--- config.mk ---
export PLATFORM = sky130hd
export DESIGN_NAME = outlier_index_gen
export DESIGN_NICKNAME = d
export VERILOG_FILES = /design/src/rtl/outlier_pkg.sv /design/src/rtl/outlier_index_gen_chunk_prefix_cnt.sv /design/src/rtl/outlier_index_gen.sv
export SDC_FILE = /design/constraint.sdc
export NUM_CORES = 2
export LEC_CHECK = 0
export BUFFER_PORTS_ARGS = -buffer_cell sky130_fd_sc_hd__buf_2
export CAP_MARGIN = 20
export CORE_ASPECT_RATIO = 0.8
export CORE_MARGIN = 2
export CORE_UTILIZATION = 28
export DETAILED_ROUTE_END_ITERATION = 16
export PLACE_DENSITY = 0.43
export SLEW_MARGIN = 20
export SYNTH_ARGS = -nofsm -noshare
export SYNTH_HDL_FRONTEND = slang
export SYNTH_SLANG_ARGS = --single-unit
--- constraint.sdc ---
create_clock -name clk -period 14.58 [get_ports clk]
set_input_delay 2.187 -clock clk [delete_from_list [all_inputs] [get_ports clk]]
set_output_delay 2.187 -clock clk [all_outputs]
set_load 0.02 [all_outputs]
--- src/rtl/outlier_pkg.sv ---
// Shared constants, lane-index type and FSM encoding for the outlier index generator.
// Optional perf counters in outlier_index_gen are enabled by OUTIDX_PERF_CNT_EN.
package outlier_pkg;

  localparam int unsigned DIMM_DEF   = 64;
  localparam int unsigned NUM_LR_DEF = 4;
  localparam int unsigned SCAN_W_DEF = 8;
  localparam int unsigned IDX_W_DEF  = $clog2(DIMM_DEF);

  typedef logic [IDX_W_DEF-1:0] idx_t;

  typedef enum logic [1:0] {
    IDLE,
    SCAN,
    DONE
  } state_t;

endpackage

--- src/rtl/outlier_index_gen_chunk_prefix_cnt.sv ---
// Per-bit exclusive prefix popcount of one scan slice, plus the slice popcount.
module chunk_prefix_cnt #(
  parameter int unsigned SCAN_W = 8,
  parameter int unsigned PreW   = $clog2(SCAN_W + 1)
) (
  input  logic [SCAN_W-1:0]           bits,
  output logic [SCAN_W-1:0][PreW-1:0] pre,
  output logic [PreW-1:0]             total
);

  logic [PreW-1:0] acc;

  always_comb begin
    acc = '0;
    pre = '0;
    for (int k = 0; k < int'(SCAN_W); k++) begin
      pre[k] = acc;
      acc    = acc + PreW'(bits[k]);
    end
    total = acc;
  end

endmodule

--- src/rtl/outlier_index_gen.sv ---
// Scans an overflow vector SCAN_W lanes per cycle and emits a lane permutation with
// outliers packed low and inliers packed high. OUTIDX_PERF_CNT_EN adds perf counters.
module outlier_index_gen
  import outlier_pkg::*;
#(
  parameter int unsigned DIMM       = DIMM_DEF,
  parameter int unsigned NUM_LR     = NUM_LR_DEF,
  parameter int unsigned SCAN_W     = SCAN_W_DEF,
  parameter int unsigned IndexWidth = $clog2(DIMM)
) (
  input  logic                             clk,
  input  logic                             rst,
  input  logic                             in_valid,
  output logic                             in_ready,
  input  logic [DIMM-1:0]                  overflow,
  output logic                             out_valid,
  input  logic                             out_ready,
  output logic [DIMM-1:0][IndexWidth-1:0]  index,
  output logic [$clog2(DIMM+1)-1:0]        outlier_cnt,
  output logic                             excess
`ifdef OUTIDX_PERF_CNT_EN
  ,
  output logic [31:0]                      perf_vec_cnt,
  output logic [31:0]                      perf_excess_cnt
`endif
);

  localparam int unsigned CntW      = $clog2(DIMM + 1);
  localparam int unsigned PreW      = $clog2(SCAN_W + 1);
  localparam int unsigned NumChunks = DIMM / SCAN_W;
  localparam int unsigned ChunkW    = (NumChunks > 1) ? $clog2(NumChunks) : 1;

  state_t                   state;
  logic [DIMM-1:0]          ovf_q;
  logic [CntW-1:0]          lo_ptr;
  logic [IndexWidth-1:0]    hi_ptr;
  logic [ChunkW-1:0]        chunk;

  logic [SCAN_W-1:0]                  slice;
  logic [SCAN_W-1:0][PreW-1:0]        pre;
  logic [PreW-1:0]                    pop;
  logic [SCAN_W-1:0][IndexWidth-1:0]  wr_slot;
  logic [SCAN_W-1:0][IndexWidth-1:0]  wr_lane;
  logic [CntW-1:0]                    cnt_next;
  logic                               last_chunk;

  assign slice      = SCAN_W'(ovf_q >> (32'(chunk) * SCAN_W));
  assign cnt_next   = lo_ptr + CntW'(pop);
  assign last_chunk = (chunk == ChunkW'(NumChunks - 1));
  // lo_ptr counts every outlier seen so far, so it doubles as the reported count
  assign outlier_cnt = lo_ptr;

  chunk_prefix_cnt #(
    .SCAN_W (SCAN_W),
    .PreW   (PreW)
  ) u_prefix (
    .bits  (slice),
    .pre   (pre),
    .total (pop)
  );

  // Write slot per lane: outliers climb from lo_ptr, inliers descend from hi_ptr
  always_comb begin
    wr_slot = '0;
    wr_lane = '0;
    for (int k = 0; k < int'(SCAN_W); k++) begin
      wr_lane[k] = IndexWidth'(32'(chunk) * SCAN_W + 32'(k));
      if (slice[k]) begin
        wr_slot[k] = IndexWidth'(lo_ptr) + IndexWidth'(pre[k]);
      end else begin
        wr_slot[k] = hi_ptr - (IndexWidth'(k) - IndexWidth'(pre[k]));
      end
    end
  end

  always_ff @(posedge clk or posedge rst) begin
    if (rst) begin
      state     <= IDLE;
      in_ready  <= 1'b1;
      out_valid <= 1'b0;
      index     <= '0;
      excess    <= 1'b0;
      ovf_q     <= '0;
      lo_ptr    <= '0;
      hi_ptr    <= '0;
      chunk     <= '0;
`ifdef OUTIDX_PERF_CNT_EN
      perf_vec_cnt    <= '0;
      perf_excess_cnt <= '0;
`endif
    end else begin
      case (state)
        IDLE: begin
          if (in_valid) begin
            ovf_q    <= overflow;
            lo_ptr   <= '0;
            hi_ptr   <= IndexWidth'(DIMM - 1);
            chunk    <= '0;
            excess   <= 1'b0;
            in_ready <= 1'b0;
            state    <= SCAN;
          end
        end
        SCAN: begin
          for (int k = 0; k < int'(SCAN_W); k++) begin
            index[wr_slot[k]] <= wr_lane[k];
          end
          lo_ptr <= cnt_next;
          hi_ptr <= hi_ptr - (IndexWidth'(SCAN_W) - IndexWidth'(pop));
          chunk  <= chunk + ChunkW'(1);
          if (last_chunk) begin
            out_valid <= 1'b1;
            excess    <= (32'(cnt_next) > NUM_LR);
            state     <= DONE;
          end
        end
        DONE: begin
          if (out_ready) begin
            out_valid <= 1'b0;
            in_ready  <= 1'b1;
            state     <= IDLE;
`ifdef OUTIDX_PERF_CNT_EN
            if (perf_vec_cnt != '1) perf_vec_cnt <= perf_vec_cnt + 32'd1;
            if (excess && perf_excess_cnt != '1) perf_excess_cnt <= perf_excess_cnt + 32'd1;
`endif
          end
        end
        default: state <= IDLE;
      endcase
    end
  end

endmodule

Yosys cells after proc, flatten, opt, wreduce, memory -nomap -nowiden
Cells that the tools add are included.
Word-level totals
  logic and storage cells: 203
  bits in registers: 469
  output and inout bits: 394
Operators by class
  add/subtract/negate cells: 39
  order comparisons: 17
  equality and inequality tests: 6
  reduce and logical (&&, ||, !) cells: 18
  shift operators: 1
  muxes and demuxes: 50
Operator list (number)
  384-bit bitwise mux: 8
  6-bit demux with 6-bit select: 8
  6-bit two-way mux: 17
  64-bit by 6-bit right shift with 8-bit output: 1
  6-bit by 7-bit less-than comparator with 1-bit output, second input constant: 8
  6-bit by 1-bit >= comparator with 1-bit output, second input constant: 8
  6-bit subtractor: 8
  6-bit by 4-bit adder with 6-bit output: 6
  4-bit by 1-bit adder with 4-bit output: 6
  6-bit by 3-bit adder with 6-bit output, second input constant: 4
  3-bit by 4-bit subtractor with 5-bit output, first input constant: 4
  7-bit case mux with 2 select lines: 1
  6-bit by 2-bit adder with 6-bit output, second input constant: 2
  6-bit case mux with 2 select lines: 1
  3-bit AND reduction: 4
  2-bit by 4-bit subtractor with 5-bit output, first input constant: 2
  1-bit logical AND: 8
  7-bit by 4-bit adder with 7-bit output: 1
  7-bit by 3-bit greater-than comparator with 1-bit output, second input constant: 1
  7-bit two-way mux: 1
  6-bit by 1-bit adder with 6-bit output: 1
  6-bit by 1-bit adder with 6-bit output, second input constant: 1
  2-bit two-way mux: 3
  2-bit inequality test, second input constant: 3
  15 further kinds: 24

Logic depth before layout (Yosys ltp)
  word-level depth: 15
  gate-level depth with buffers: 29
  depth with buffers taken out: 23

By module
From an unflattened synthesis, not the netlist that was laid out.
Second synthesis, totals
  cell total of the unflattened synthesis: 3210
  area total of the unflattened synthesis: 31974.4 um^2
Modules (own cells, without submodules)
  outlier_index_gen: area each 31468.9 um^2, cells an instance 3153, times used 1
  chunk_prefix_cnt: area each 505.5 um^2, cells an instance 57, times used 1

Worst setup path after synthesis
No wires, ideal clock.
  path type: register -> register
  from: reg chunk[1]
  to: reg index[45] (netlist name)
  stages on the path, launching flop included: 28
  path buffers: 5
  arrival time: 7.296 ns
  setup time: 0.125 ns
  setup slack: 7.159 ns
  required time: 14.455 ns
  path through: dfrtp_1 > buf_4 > buf_6 > mux4_2 > mux2_2 > buf_4 > buf_2 > inv_1 > fa_1 > inv_1 > ha_1 > fa_1 > xnor2_1 > inv_1 > ha_1 > xnor3_1 > nand3_1 > xor2_2 > ha_1 > and2_1 > or4_1 > and4_1 > mux2_2 > o21ai_2 > buf_2 > o32ai_1 > o21ai_1 > mux2_2
On the way
  cells in the longest elaborated chain, start to end: 15
RTL lines
  start, declared: line outlier_index_gen.sv:37  | logic [ChunkW-1:0] chunk;
  start signal, assigned: line outlier_index_gen.sv:110  | chunk <= chunk + ChunkW'(1);
  64-bit by 6-bit right shift with 8-bit output *: line outlier_index_gen.sv:47  | assign slice = SCAN_W'(ovf_q >> (32'(chunk) * SCAN_W));
  1-bit by 1-bit adder with 2-bit output or 1-bit by 1-bit subtractor with 2-bit output (tied branches): line outlier_index_gen_chunk_prefix_cnt.sv:18, outlier_index_gen.sv:71
  4-bit by 1-bit adder with 4-bit output (tied with other cells) (5 in a row): line outlier_index_gen_chunk_prefix_cnt.sv:18  | acc = acc + PreW'(bits[k]);
  3-bit by 4-bit subtractor with 5-bit output (tied with other cells): line outlier_index_gen.sv:71  | wr_slot[k] = hi_ptr - (IndexWidth'(k) - IndexWidth'(pre[k]));
  6-bit subtractor (tied with other cells): line outlier_index_gen.sv:71
  6-bit two-way mux (tied with other cells): line outlier_index_gen.sv:68  | if (slice[k]) begin
  6-bit by 7-bit less-than comparator with 1-bit output (not written as such) (tied with other cells): line outlier_index_gen.sv:106  | index[wr_slot[k]] <= wr_lane[k];
  1-bit logical AND (not written as such) (tied with other cells): line outlier_index_gen.sv:106
  6-bit two-way mux (not written as such) (tied with other cells): line outlier_index_gen.sv:106
  6-bit demux with 6-bit select or 384-bit bitwise mux (tied branches): line outlier_index_gen.sv:106
  384-bit bitwise mux *: line outlier_index_gen.sv:106
  end signal, assigned by index: line outlier_index_gen.sv:106
  end, declared: line outlier_index_gen.sv:18  | output logic [DIMM-1:0][IndexWidth-1:0] index,
Mark *: on every way between the ends. The rest lies on a longest branch, timed or not.
A chain may end at the register's enable or synchronous reset.

Final worst setup path
  from: reg chunk[2]
  to: reg index[135] (netlist name)
The elaborated chain is that of the path after synthesis.

==> impl_results.md <==
* First-pass detailed-route iteration total at 6
* Via-to-Cell Ratio at 5.66
* DP HPWL at 117000 um
* Outcome: completed
* Initial drt markers at 3366
* Flops & latches, synth at 469
* Critical path endpoint: index[135]
* Cell taking the most area after synthesis: dfrtp_1
* R2R setup slack at 5.33 ns
* TritonCTS Buffers at 56
* Sequential Area at 11800 um^2
* Area grow syn2layout at 19.1%
* Fin nets at 4022
* Critical Path AT at 9.82 ns
* Cell variety after synth at 132
* Yosys Warn Count at 0
* Vias in the first global route at 29625
* Netlist Area Pre-Place at 32800 um^2
* IO Port Bufs at 461
* DRC viols at 0
* Clk sink count at 469
* Routing usage on met1 at 0.353
* WL final at 157000 um
* Worst Clk Skew at 0.0650 ns
* Fill count at 12227
* Post-CTS Setup Bufs at 0
* RR Endpoint: index[135]
* Met3 usage at 0.0541
* Largest net degree at the start of global routing at 155
* Final Cycle Share at 0.634
* CP endpoint kind: flop
* Post-Place Setup Slack at 5.30 ns
* GRT met2 Usage at 0.393
* GRT Max-Usage Layer: met2
* MaxCap Viol Count at 0
* Syn avg cell area at 9.49 um^2
* Tot GR Track Use at 0.254
* CTS H-tree lvls at 2
* Root Buffer Master: clkbuf_16
* Syn Nets at 3619
* Final WS setup at 5.33 ns
* Post-CTS Hold Buffers at 0
* FMAX at 0.108 GHz
* Post-synth top cells: dfrtp_1, nand2_1, mux2_2, o21ai_0, nor2_1
* RSZ-0062 raised after global routing: false
* Bufs on Longest Clock Path at 3
* Sequential share of the synthesized area at 0.358
* Share of post-route cells with drive strength above 1 at 0.296
* Final antenna-violating net count at 0
* Core area at 116000 um^2
* Clk slew on worst S/H paths at 0.06 ns
* Setup_tns at 0 ns
* Gate Count Post-Synth at 3456
* CTS tree: built
* Crit path from: chunk[2]
* First-pass GRT wire length at 222000 um
* Final setup viols at 0
* CP Class: reg2reg
* Die Ht at 310 um
* Prevailing post-synth register cell: dfrtp_1
* Die footprint at 120000 um^2
* Post-DR wirelength/cell at 28.9 um
* Area share of the largest cell type after synthesis at 0.357
* Worst rel slew slack at 0.243
* R2R depth at 23
* Global placer's final weighted congestion at 1.03
* EDFF count, synth at 0
* Area occupied by multi-input gates at 19900 um^2
* Resized cells post-CTS at 0
* Endpoints failing hold at 0
* Required time of the worst setup path at 15.15 ns
* Rows at 112
* I/O pin total at 462
* Tightest Hold Check Type: reg2reg
* Initial core utilization at 0.282
* Via Count at 30809
* Most frequent cell after synthesis: dfrtp_1
* Crit start category: flop
* Die Wd at 387 um
* Initial antenna violation count at 8
* Critical Path Fanout Max at 50
* Slew Viols, Final at 0
* Clock Latency Late Sink at 0.70 ns
* GRT overflow at 0
* Crit path time final at 9.25 ns
* Least-Margin Pin Slew at 1.13 ns
* FF-to-FF Start: chunk[2]
* Post-synth ARST share at 1.00
* Area contributors post-synth: dfrtp_1, mux2_2, o21ai_0
-- worst min path at each step --
stage	from	to	slack [ns]	cells after the start
6_report	index[2]	index[2]	0.48	2
3_5_place_dp	index[8]	index[8]	0.46	2
3_3_place_gp	index[2]	index[2]	0.46	2
5_1_grt	index[330]	index[330]	0.50	1
2_1_floorplan	ovf_q[10]	ovf_q[10]	0.47	1
4_1_cts	index[8]	index[8]	0.48	2
-- layer usage --
metal / part of all wire / vias up
met5: 0.000083 / -
met4: 0.033 / 2
met3: 0.084 / 247
met2: 0.44 / 1356
met1: 0.44 / 15392
li1: - / 13812
-- logic make-up after synthesis --
| kind of cell | count (synthesis) | share of synthesized area |
|---|---|---|
| multiplexers | 388 | 0.138 |
| AND/OR/NAND/NOR | 980 | 0.148 |
| XOR/XNOR | 75 | 0.0215 |
| flip-flops | 469 | 0.358 |
| adder cells (fa/ha/maj) | 95 | 0.0399 |
| AO/OA/AOI/OAI | 1138 | 0.253 |
| buffers and inverters | 311 | 0.0421 |
-- worst max-delay path, cell delays in order (launching register included) --
cell and delay (ns):
dfrtp_4 0.72, buf_4 0.59, mux4_2 0.43, mux2i_2 0.23
buf_4 0.35, fa_1 0.50, inv_1 0.10, ha_1 0.20
fa_1 0.54, xnor2_1 0.38, inv_1 0.21, ha_1 0.26
xnor3_1 0.46, xor2_1 0.38, ha_1 0.37, nor2b_1 0.16
o21ai_0 0.23, a21oi_1 0.11, nand3b_1 0.30, a21boi_2 0.76
o21ai_2 0.47, o22ai_1 0.39, o41a_1 0.59, mux2_2 0.40
-- area by class of cell --
| type | instances | share of cell area |
|---|---|---|
| diodes | 3 | 0.000192 |
| clock buffers | 76 | 0.0409 |
| clock inverters | 28 | 0.00990 |
| inverters | 96 | 0.00936 |
| multi-input cells | 2676 | 0.510 |
| flip-flops and latches | 469 | 0.301 |
| well taps | 1539 | 0.0493 |
| repair buffers | 560 | 0.0794 |
-- placed cells by master (no fill, tap or decap), types with 26 or more instances in the layout --
cell and count:
a21o_1 30, a21oi_1 128, a22o_1 35, a22oi_1 73
a2bb2oi_1 31, and2_1 26, buf_2 461, buf_4 95
clkbuf_16 56, dfrtp_1 463, ha_1 79, inv_1 87
mux2_1 31, mux2_2 280, mux2i_1 41, nand2_1 306
nand2b_1 45, nand3_1 96, nor2_1 210, nor2b_1 41
nor3_1 63, o211ai_1 43, o21ai_0 278, o21ai_1 40
o21bai_1 31, o22ai_1 77, o2bb2ai_1 34, o32ai_1 34
or3_1 29, xnor2_1 46
-- per-stage QoR --
step	hold WS [ns]	instance area (um^2)	std cells	util
2_1_floorplan	0.475	32800	3456	-
3_3_place_gp	0.462	37000	5340	0.318
3_5_place_dp	0.465	37100	5340	0.319
4_1_cts	0.480	39000	5444	0.336
5_1_grt	0.498	39000	5444	0.336
6_report	0.476	39000	5447	0.336
-- registers in the layout, summed over array words and instances, names as in the netlist --
register     cells
index          384
in_ready         1
ovf_q           64
outlier_cnt      7
hi_ptr           6
out_valid        1
state            2
chunk            3
excess           1
Power is left out: the tool's default activity adds up to more than one toggle a clock period on the data nets, which glitch-free logic cannot reach.
